**src/rtl/div_impl.sv**
```systemverilog
// div_impl: sequential unsigned restoring divider. One quotient bit is
// produced per clock, MSB first, with valid/ready handshakes on the operand
// side and on the result side. Requires 2 <= D_WIDTH <= N_WIDTH.
//
// state  | meaning
// IDLE   | waiting for operands, in_ready_o high
// BUSY   | one restoring step per cycle, dividend MSB first
// DONE   | result presented and held until the consumer takes it
module div_impl #(
  parameter int N_WIDTH = 8,
  parameter int D_WIDTH = 4
) (
  input  logic               clk_i,
  input  logic               reset_i,
  input  logic               in_valid_i,
  output logic               in_ready_o,
  input  logic [N_WIDTH-1:0] dividend_i,
  input  logic [D_WIDTH-1:0] divisor_i,
  output logic               out_valid_o,
  input  logic               out_ready_i,
  output logic [N_WIDTH-1:0] quotient_o,
  output logic [D_WIDTH-1:0] remainder_o,
  output logic               div_by_zero_o
);

  localparam int CNT_W = $clog2(N_WIDTH + 1);
  localparam logic [CNT_W-1:0] CNT_LAST = CNT_W'(N_WIDTH - 1);

  typedef enum logic [1:0] {
    S_IDLE = 2'd0,
    S_BUSY = 2'd1,
    S_DONE = 2'd2
  } state_t;

  state_t state_q, state_d;

  // Dividend bits leave at the top while quotient bits enter at the bottom,
  // so after N_WIDTH steps this register holds the full quotient.
  logic [N_WIDTH-1:0] dvd_q, dvd_d;
  logic [D_WIDTH-1:0] dsr_q, dsr_d;
  // The stored partial remainder is always below the divisor, so it fits in
  // D_WIDTH bits; the shifted trial value below carries the extra bit.
  logic [D_WIDTH-1:0] pr_q, pr_d;
  logic [CNT_W-1:0]   cnt_q, cnt_d;
  logic [N_WIDTH-1:0] quo_q, quo_d;
  logic [D_WIDTH-1:0] rem_q, rem_d;
  logic               dz_q, dz_d;

  logic [D_WIDTH:0]   pr_shift;
  logic [D_WIDTH:0]   pr_diff;
  logic               q_bit;
  logic [D_WIDTH-1:0] pr_next;
  logic [N_WIDTH-1:0] dvd_next;

  // One restoring step. The trial difference lies within +/- divisor, so its
  // top bit is exactly the borrow: clear means the subtraction is kept.
  always_comb begin
    pr_shift = {pr_q, dvd_q[N_WIDTH-1]};
    pr_diff  = pr_shift - {1'b0, dsr_q};
    q_bit    = ~pr_diff[D_WIDTH];
    pr_next  = q_bit ? pr_diff[D_WIDTH-1:0] : pr_shift[D_WIDTH-1:0];
    dvd_next = {dvd_q[N_WIDTH-2:0], q_bit};
  end

  // Next-state and datapath update; every register holds by default.
  always_comb begin
    state_d = state_q;
    dvd_d   = dvd_q;
    dsr_d   = dsr_q;
    pr_d    = pr_q;
    cnt_d   = cnt_q;
    quo_d   = quo_q;
    rem_d   = rem_q;
    dz_d    = dz_q;
    unique case (state_q)
      S_IDLE: begin
        if (in_valid_i) begin
          dvd_d = dividend_i;
          dsr_d = divisor_i;
          if (divisor_i == '0) begin
            quo_d   = '1;
            rem_d   = '0;
            dz_d    = 1'b1;
            state_d = S_DONE;
          end else begin
            pr_d    = '0;
            cnt_d   = '0;
            dz_d    = 1'b0;
            state_d = S_BUSY;
          end
        end
      end
      S_BUSY: begin
        dvd_d = dvd_next;
        pr_d  = pr_next;
        cnt_d = cnt_q + 1'b1;
        if (cnt_q == CNT_LAST) begin
          quo_d   = dvd_next;
          rem_d   = pr_next;
          state_d = S_DONE;
        end
      end
      S_DONE: begin
        if (out_ready_i) state_d = S_IDLE;
      end
      default: state_d = S_IDLE;
    endcase
  end

  // State register; reset wins over any handshake in flight.
  always_ff @(posedge clk_i) begin
    if (reset_i) state_q <= S_IDLE;
    else         state_q <= state_d;
  end

  // Working and result registers.
  always_ff @(posedge clk_i) begin
    if (reset_i) begin
      dvd_q <= '0;
      dsr_q <= '0;
      pr_q  <= '0;
      cnt_q <= '0;
      quo_q <= '0;
      rem_q <= '0;
      dz_q  <= 1'b0;
    end else begin
      dvd_q <= dvd_d;
      dsr_q <= dsr_d;
      pr_q  <= pr_d;
      cnt_q <= cnt_d;
      quo_q <= quo_d;
      rem_q <= rem_d;
      dz_q  <= dz_d;
    end
  end

  assign in_ready_o    = (state_q == S_IDLE);
  assign out_valid_o   = (state_q == S_DONE);
  assign quotient_o    = quo_q;
  assign remainder_o   = rem_q;
  assign div_by_zero_o = dz_q;

endmodule
```
**config.mk**
```make
export PLATFORM = sky130hd
export DESIGN_NAME = div_impl
export DESIGN_NICKNAME = d
export VERILOG_FILES = /design/src/rtl/div_impl.sv
export SDC_FILE = /design/constraint.sdc
export NUM_CORES = 1
export LEC_CHECK = 0
export ABC_AREA = 1
export CAP_MARGIN = 20
export CORE_MARGIN = 8
export CORE_UTILIZATION = 45
export DETAILED_ROUTE_END_ITERATION = 12
export DONT_BUFFER_PORTS = 1
export GPL_ROUTABILITY_DRIVEN = 0
export HOLD_SLACK_MARGIN = 0.03
export PLACE_DENSITY_LB_ADDON = 0.12
export SYNTH_ARGS = -nofsm -noshare
export SYNTH_HDL_FRONTEND = slang
export SYNTH_SLANG_ARGS = --single-unit
```
**constraint.sdc**
```tcl
create_clock -name clk_i -period 2.1 [get_ports clk_i]
set_input_delay 0.42 -clock clk_i [delete_from_list [all_inputs] [get_ports clk_i]]
set_output_delay 0.42 -clock clk_i [all_outputs]
set_load 0.05 [all_outputs]
```
==> out/metrics.yaml, run 1 <==
outcome: "finished clean"
relSlewSlack: 0.652
max_cap_violations: 0
overflow: 0
final_nets: 259
reg2reg_from: "dvd_q[7]$_SDFFE_PP0P_"
clock-sinks: 35
remaining_drc_errors: 0
cts_tree: "built"
viasPerCell: 5.08
vias: 1447
route.met2.wl_mm: 1.72
h-tree-depth: 2
syn_inst: 234
seq_area_frac_synth: 0.407
synth_edf_count: 0
drtAntennaViolNets: 0
grt_use_total: 0.137
finalSetupTns_ns: 0
start_kind: "flop"
clkSlewWorstSetupHoldPaths_ns: 0.07
max_stage_delay_ns: 0.41
synth_cell_type_count: 25
period_needed_ns: 1.83
dp_hpwl_mm: 2.81
syn2layout_area_growth_pct: 7.12
hp-start: "reset_i"
max_slew.worst_pin.slew_ns: 0.521
rsz0062_at_grt: "false"
drive_gt1_frac: 0.118
ctsRootBufferMaster: "clkbuf_8"
drv_slew: 0
wl_mm: 3.92
final_common_cell: "nand2_1"
final_cell_area_sq_mm: 0.00184
fmax_ghz: 0.548
antenna_found_initial: 0
power_mw: 1.77
synth-main-ff-cell: "dfxtp_1"
antennaDiodeCount: 0
synth_nets: 256
setup_violations: 0
total_leakage_power_nw: 0.837
hold_viol_final: 0
finalHoldWorstSlack_ns: 0.192
dr.pass1.iters: 6
place_area_sq_mm: 0.00175
dr.max_layer_used: "met4"
arrival_ns: 2.06
grt_max_degree: 25
ctsHoldBuffers: 0
dieWidth_um: 77.9
finalCritPeriodShare: 0.870
port_buffers: 0
grt_pass1_vias: 1444
worst_path_max_delay_cell: "fa_1"
post_drt_wl_per_cell_um: 13.7
synth-async-reset-ratio: 0
std_cell_rows: 22
cts_buffer_depth: 2
skew_ns: 0.00217
peakVddDrop_v: 0.000490
wl_met1_mm: 1.88
netlist_area_sq_mm: 0.00172
end_kind: "flop"
cts_made_buffers: 5
crit_required_ns: 2.33
boundaryPins: 31
critPathKind: "flop to flop"
layout.cells.most_common_list: "nand2_1 (49), dfxtp_1 (35), inv_1 (34)"
clk_latency_ns: 0.28
startpoint: "dvd_q[7]$_SDFFE_PP0P_"
first_iter_violations: 97
yosys_warnings: 0
critPathMaxFanout: 6
die_h_um: 77.9
wl_met3_um: 281
cp_cell_sequence: "inv_1 -> ha_1 -> fa_1 -> inv_1 -> nand2_1 -> nand2_1 -> nand3_1 -> nand2_2 -> nand3_1 -> nand3_1 -> nand2_1 -> inv_1"
grt_pass1_wl_mm: 6.75
postCtsSetupBuffers: 0
core_area_sq_mm: 0.00366
ys_seq_elements: 35
start_util: 0.470
hp-class: "input pin to flop"
powerDensity_mw_per_mm2: 960
postSynthAreaPerCell_sq_um: 7.36
die-area_sq_mm: 0.00606
## critical path, delay by kind of cell (launching register included)
family	cells	cell delay, ns
adders and majority gates	2	0.62
and+or+nand+nor	7	0.60
DFF	1	0.35
buffers and inverters	3	0.19
## cell families after synthesis
kind of cell	count (synthesis)	synth area share
flops	35	0.407
fa+ha+maj	6	0.0480
xor+xnor	2	0.0102
simple gates	99	0.262
buf+inv	45	0.116
compound gates	47	0.156
## layer usage
metal,GRT usage,vias to the layer above
met5,0,-
met4,0.0509,0
met3,0.0576,5
met2,0.208,27
met1,0.168,655
li1,-,760
## cell usage after synthesis (4+ instances only)
cell / number / share of area
nand2_1: 50 / 0.11
dfxtp_1: 35 / 0.41
inv_1: 34 / 0.074
a21oi_1: 27 / 0.078
nand3_1: 26 / 0.076
nor2_1: 11 / 0.024
o21ai_0: 8 / 0.023
o211ai_1: 7 / 0.031
ha_1: 5 / 0.036
or2_2: 5 / 0.018
buf_6: 4 / 0.026
clkbuf_1: 4 / 0.0087
## registers in the layout (all words and copies together) (netlist names)
register and cells:
cnt_q 4, div_by_zero_o 1, dvd_q 8, pr_q 4, dsr_q 4, quotient_o 8
remainder_o 4, state_q 2
## power by group
group | internal (mW) | switching (mW)
sequential | 0.732 | 0.128
combinational | 0.145 | 0.264
clock | 0.257 | 0.244
## metrics by stage
step	worst slack [ns]	util	std cells
finish	0.274	0.504	285
floorplan	0.402	-	234
global placement	0.303	0.479	278
global route	0.0479	0.504	285
detailed placement	0.247	0.479	278
CTS	0.217	0.503	285
## area by class of cell
type	count	area, sq um
Clock buffer	6	82.6
Timing Repair Buffer	5	37.5
Tap cell	48	60.1
Sequential cell	35	701
Inverter	36	135
Clock inverter	1	5.00
Multi-Input combinational cell	154	823
Fill cell	392	1820
## worst paths after layout
check                           slack, ns                           to  cells after the start
worst max-delay path                 0.27  remainder_o[2]$_SDFFE_PP0P_                     12
worst min-delay path                 0.19   quotient_o[7]$_SDFFE_PP0P_                      1
worst max register to register       0.27  remainder_o[2]$_SDFFE_PP0P_                     12
worst min register to register       0.46        dvd_q[4]$_SDFFE_PP0P_                      2
## what timing repair did
item	in CTS	in global routing
gates resized for setup	0	1
endpoints found under the setup margin	0	1
endpoints found under the hold margin	0	0
(Power assumes the default switching activity.)
==> run 2: changes to the inputs <==
--- a/config.mk
+++ b/config.mk
@@ -6,6 +6,7 @@
 export NUM_CORES = 1
 export LEC_CHECK = 0
 export ABC_AREA = 1
+export ABC_CLOCK_PERIOD_IN_PS = 2100
 export CAP_MARGIN = 20
 export CORE_MARGIN = 8
 export CORE_UTILIZATION = 45
==> results of run 2 <==
No change in the layout: final DEF, timing and power equal those of run 1.
==> run 3: changes to the inputs <==
--- a/config.mk
+++ b/config.mk
@@ -8,8 +8,9 @@
 export ABC_AREA = 1
 export ABC_CLOCK_PERIOD_IN_PS = 2100
 export CAP_MARGIN = 20
-export CORE_MARGIN = 8
+export CORE_MARGIN = 3
 export CORE_UTILIZATION = 45
+export CTS_CLUSTER_SIZE = 28
 export DETAILED_ROUTE_END_ITERATION = 12
 export DONT_BUFFER_PORTS = 1
 export GPL_ROUTABILITY_DRIVEN = 0
==> run 3 against run 2 <==
Die area fell by 24%. First-iteration DRC count fell by 9.3%. Sequential power barely moved. Cell count fell by 0.70%. Largest cell class unchanged. Design area fell by 0.27%. Flip-flop and latch count did not move. Sequential share of layout area rose by 0.10 points. Clock skew rose by 0.0035 ns. Power fell by 1.5%. Critical endpoint is now remainder_o[1]$_SDFFE_PP0P_. Combinational power fell by 3%. Via count fell by 1.1%. Clock power fell by 3%.
==> out/metrics.yaml, run 3 (same netlist as run 1, synthesis figures left out) <==
final_common_cell: "nand2_1"
startpoint: "dvd_q[7]$_SDFFE_PP0P_"
viasPerCell: 5.06
hp-start: "reset_i"
ff2ff_setup_slack_ns: 0.23
final_nets: 259
layout.cells.most_common_list: "nand2_1 (50), dfxtp_1 (35), inv_1 (34)"
hold_viol_final: 0
clkSlewWorstSetupHoldPaths_ns: 0.07
wl_met3_um: 224
outcome: "finished clean"
clkPwrFrac: 0.279
regArea_sq_um: 701
rsz0062_at_grt: "false"
arrival_ns: 2.10
wl_mm: 3.58
ff2ff_path_depth: 12
ctsRootBufferMaster: "clkbuf_8"
total_leakage_power_nw: 0.837
place_area_sq_mm: 0.00175
grt_use_total: 0.174
crit_required_ns: 2.33
drtAntennaViolNets: 0
start_util: 0.493
post_drt_wl_per_cell_um: 12.7
setup_ws_ns: 0.232
port_buffers: 0
relSlewSlack: 0.656
die-area_sq_mm: 0.00460
p_comb_frac: 0.229
period_needed_ns: 1.87
antenna_found_initial: 0
drv_slew: 0
final_cell_area_sq_mm: 0.00184
die_h_um: 67.9
finalNonFillerCells: 283
std_cell_rows: 21
postCtsSetupBuffers: 0
hp-class: "input pin to flop"
remaining_drc_errors: 0
finalHoldWorstSlack_ns: 0.195
wl_met1_mm: 1.77
max_slew.worst_pin.slew_ns: 0.515
route.met2.wl_mm: 1.54
max_cap_violations: 0
start_kind: "flop"
critPathKind: "flop to flop"
grt_pass1_vias: 1319
r2r-end: "remainder_o[1]$_SDFFE_PP0P_"
antennaDiodeCount: 0
switchingPower_mw: 0.612
finalCritPeriodShare: 0.889
cts_tree: "built"
p_int_mw: 1.13
max_stage_delay_ns: 0.41
dp.cells: 276
dp_worst_setup_slack_ns: 0.262
clk_latency_ns: 0.28
multi_input_area_sq_um: 821
clock-sinks: 35
nFillCells: 350
core_area_sq_mm: 0.00349
grt_max_degree: 25
final_util: 0.526
switching_share: 0.351
fmax_ghz: 0.535
syn2layout_area_growth_pct: 6.83
reg2reg_from: "dvd_q[7]$_SDFFE_PP0P_"
peakVddDrop_v: 0.000516
drive_gt1_frac: 0.114
boundaryPins: 31
setup_violations: 0
cp_cell_sequence: "inv_1 -> ha_1 -> fa_1 -> inv_1 -> nand2_1 -> nand2_1 -> nand3_1 -> nand2_1 -> nand3_1 -> nand3_1 -> nand2_1 -> inv_1"
overflow: 0
endpoint: "remainder_o[1]$_SDFFE_PP0P_"
vias: 1431
cts_resized: 0
dr.pass1.iters: 4
powerDensity_mw_per_mm2: 949
cts_made_buffers: 5
power_mw: 1.74
crit_top_cell: "nand2_1"
h-tree-depth: 2
critPathMaxFanout: 6
dieWidth_um: 67.9
skew_ns: 0.00565
first_iter_violations: 88
finalSetupTns_ns: 0
cts_buffer_depth: 2
dp_hpwl_mm: 2.57
end_kind: "flop"
ctsHoldBuffers: 0
sequentialPowerShare: 0.493
dr.max_layer_used: "met4"
worst_path_max_delay_cell: "fa_1"
grt_pass1_wl_mm: 5.95
[run 3: cell counts in the layout (fill, tap and decap cells not counted)]
No cell type changed its count.
[run 3: critical path: cells and delay by family, from the launching register on]
| kind | cells | cell delay (ns) |
|---|---|---|
| buf+inv | 3 | 0.18 |
| simple gates | 7 | 0.67 |
| fa+ha+maj | 2 | 0.62 |
| flops | 1 | 0.35 |
[run 3: how the worst min path moves through the flow]
| stage | end | slack, ns | cells after the start |
|---|---|---|---|
| after floorplan | dvd_q[4]$_SDFFE_PP0P_ | 0.43 | 2 |
| after global placement | dvd_q[4]$_SDFFE_PP0P_ | 0.44 | 2 |
| after detailed placement | dvd_q[4]$_SDFFE_PP0P_ | 0.44 | 2 |
| after CTS | quotient_o[7]$_SDFFE_PP0P_ | 0.19 | 1 |
| after global routing | quotient_o[7]$_SDFFE_PP0P_ | 0.18 | 1 |
| final | quotient_o[7]$_SDFFE_PP0P_ | 0.20 | 1 |
[run 3: layer usage]
layer	vias to the layer above	global-route usage
met3	5	0.0509
li1	759	-
met2	38	0.252
met4	0	0.0596
met1	629	0.247
met5	-	0
[run 3: cell type report]
| type | count | share of cell area |
|---|---|---|
| Multi-Input combinational cell | 154 | 0.446 |
| Clock buffer | 6 | 0.0449 |
| Timing Repair Buffer | 5 | 0.0204 |
| Inverter | 36 | 0.0735 |
| Sequential cell | 35 | 0.381 |
| Tap cell | 46 | 0.0313 |
| Clock inverter | 1 | 0.00272 |
[run 3: power by group through the flow]
stage	combinational (mW)	clock (mW)	sequential, mW
after floorplan	0.342	0	0.863
after global placement	0.399	0	0.874
after detailed placement	0.400	0	0.874
after CTS	0.401	0.501	0.860
after global routing	0.460	0.521	0.868
final	0.399	0.487	0.859
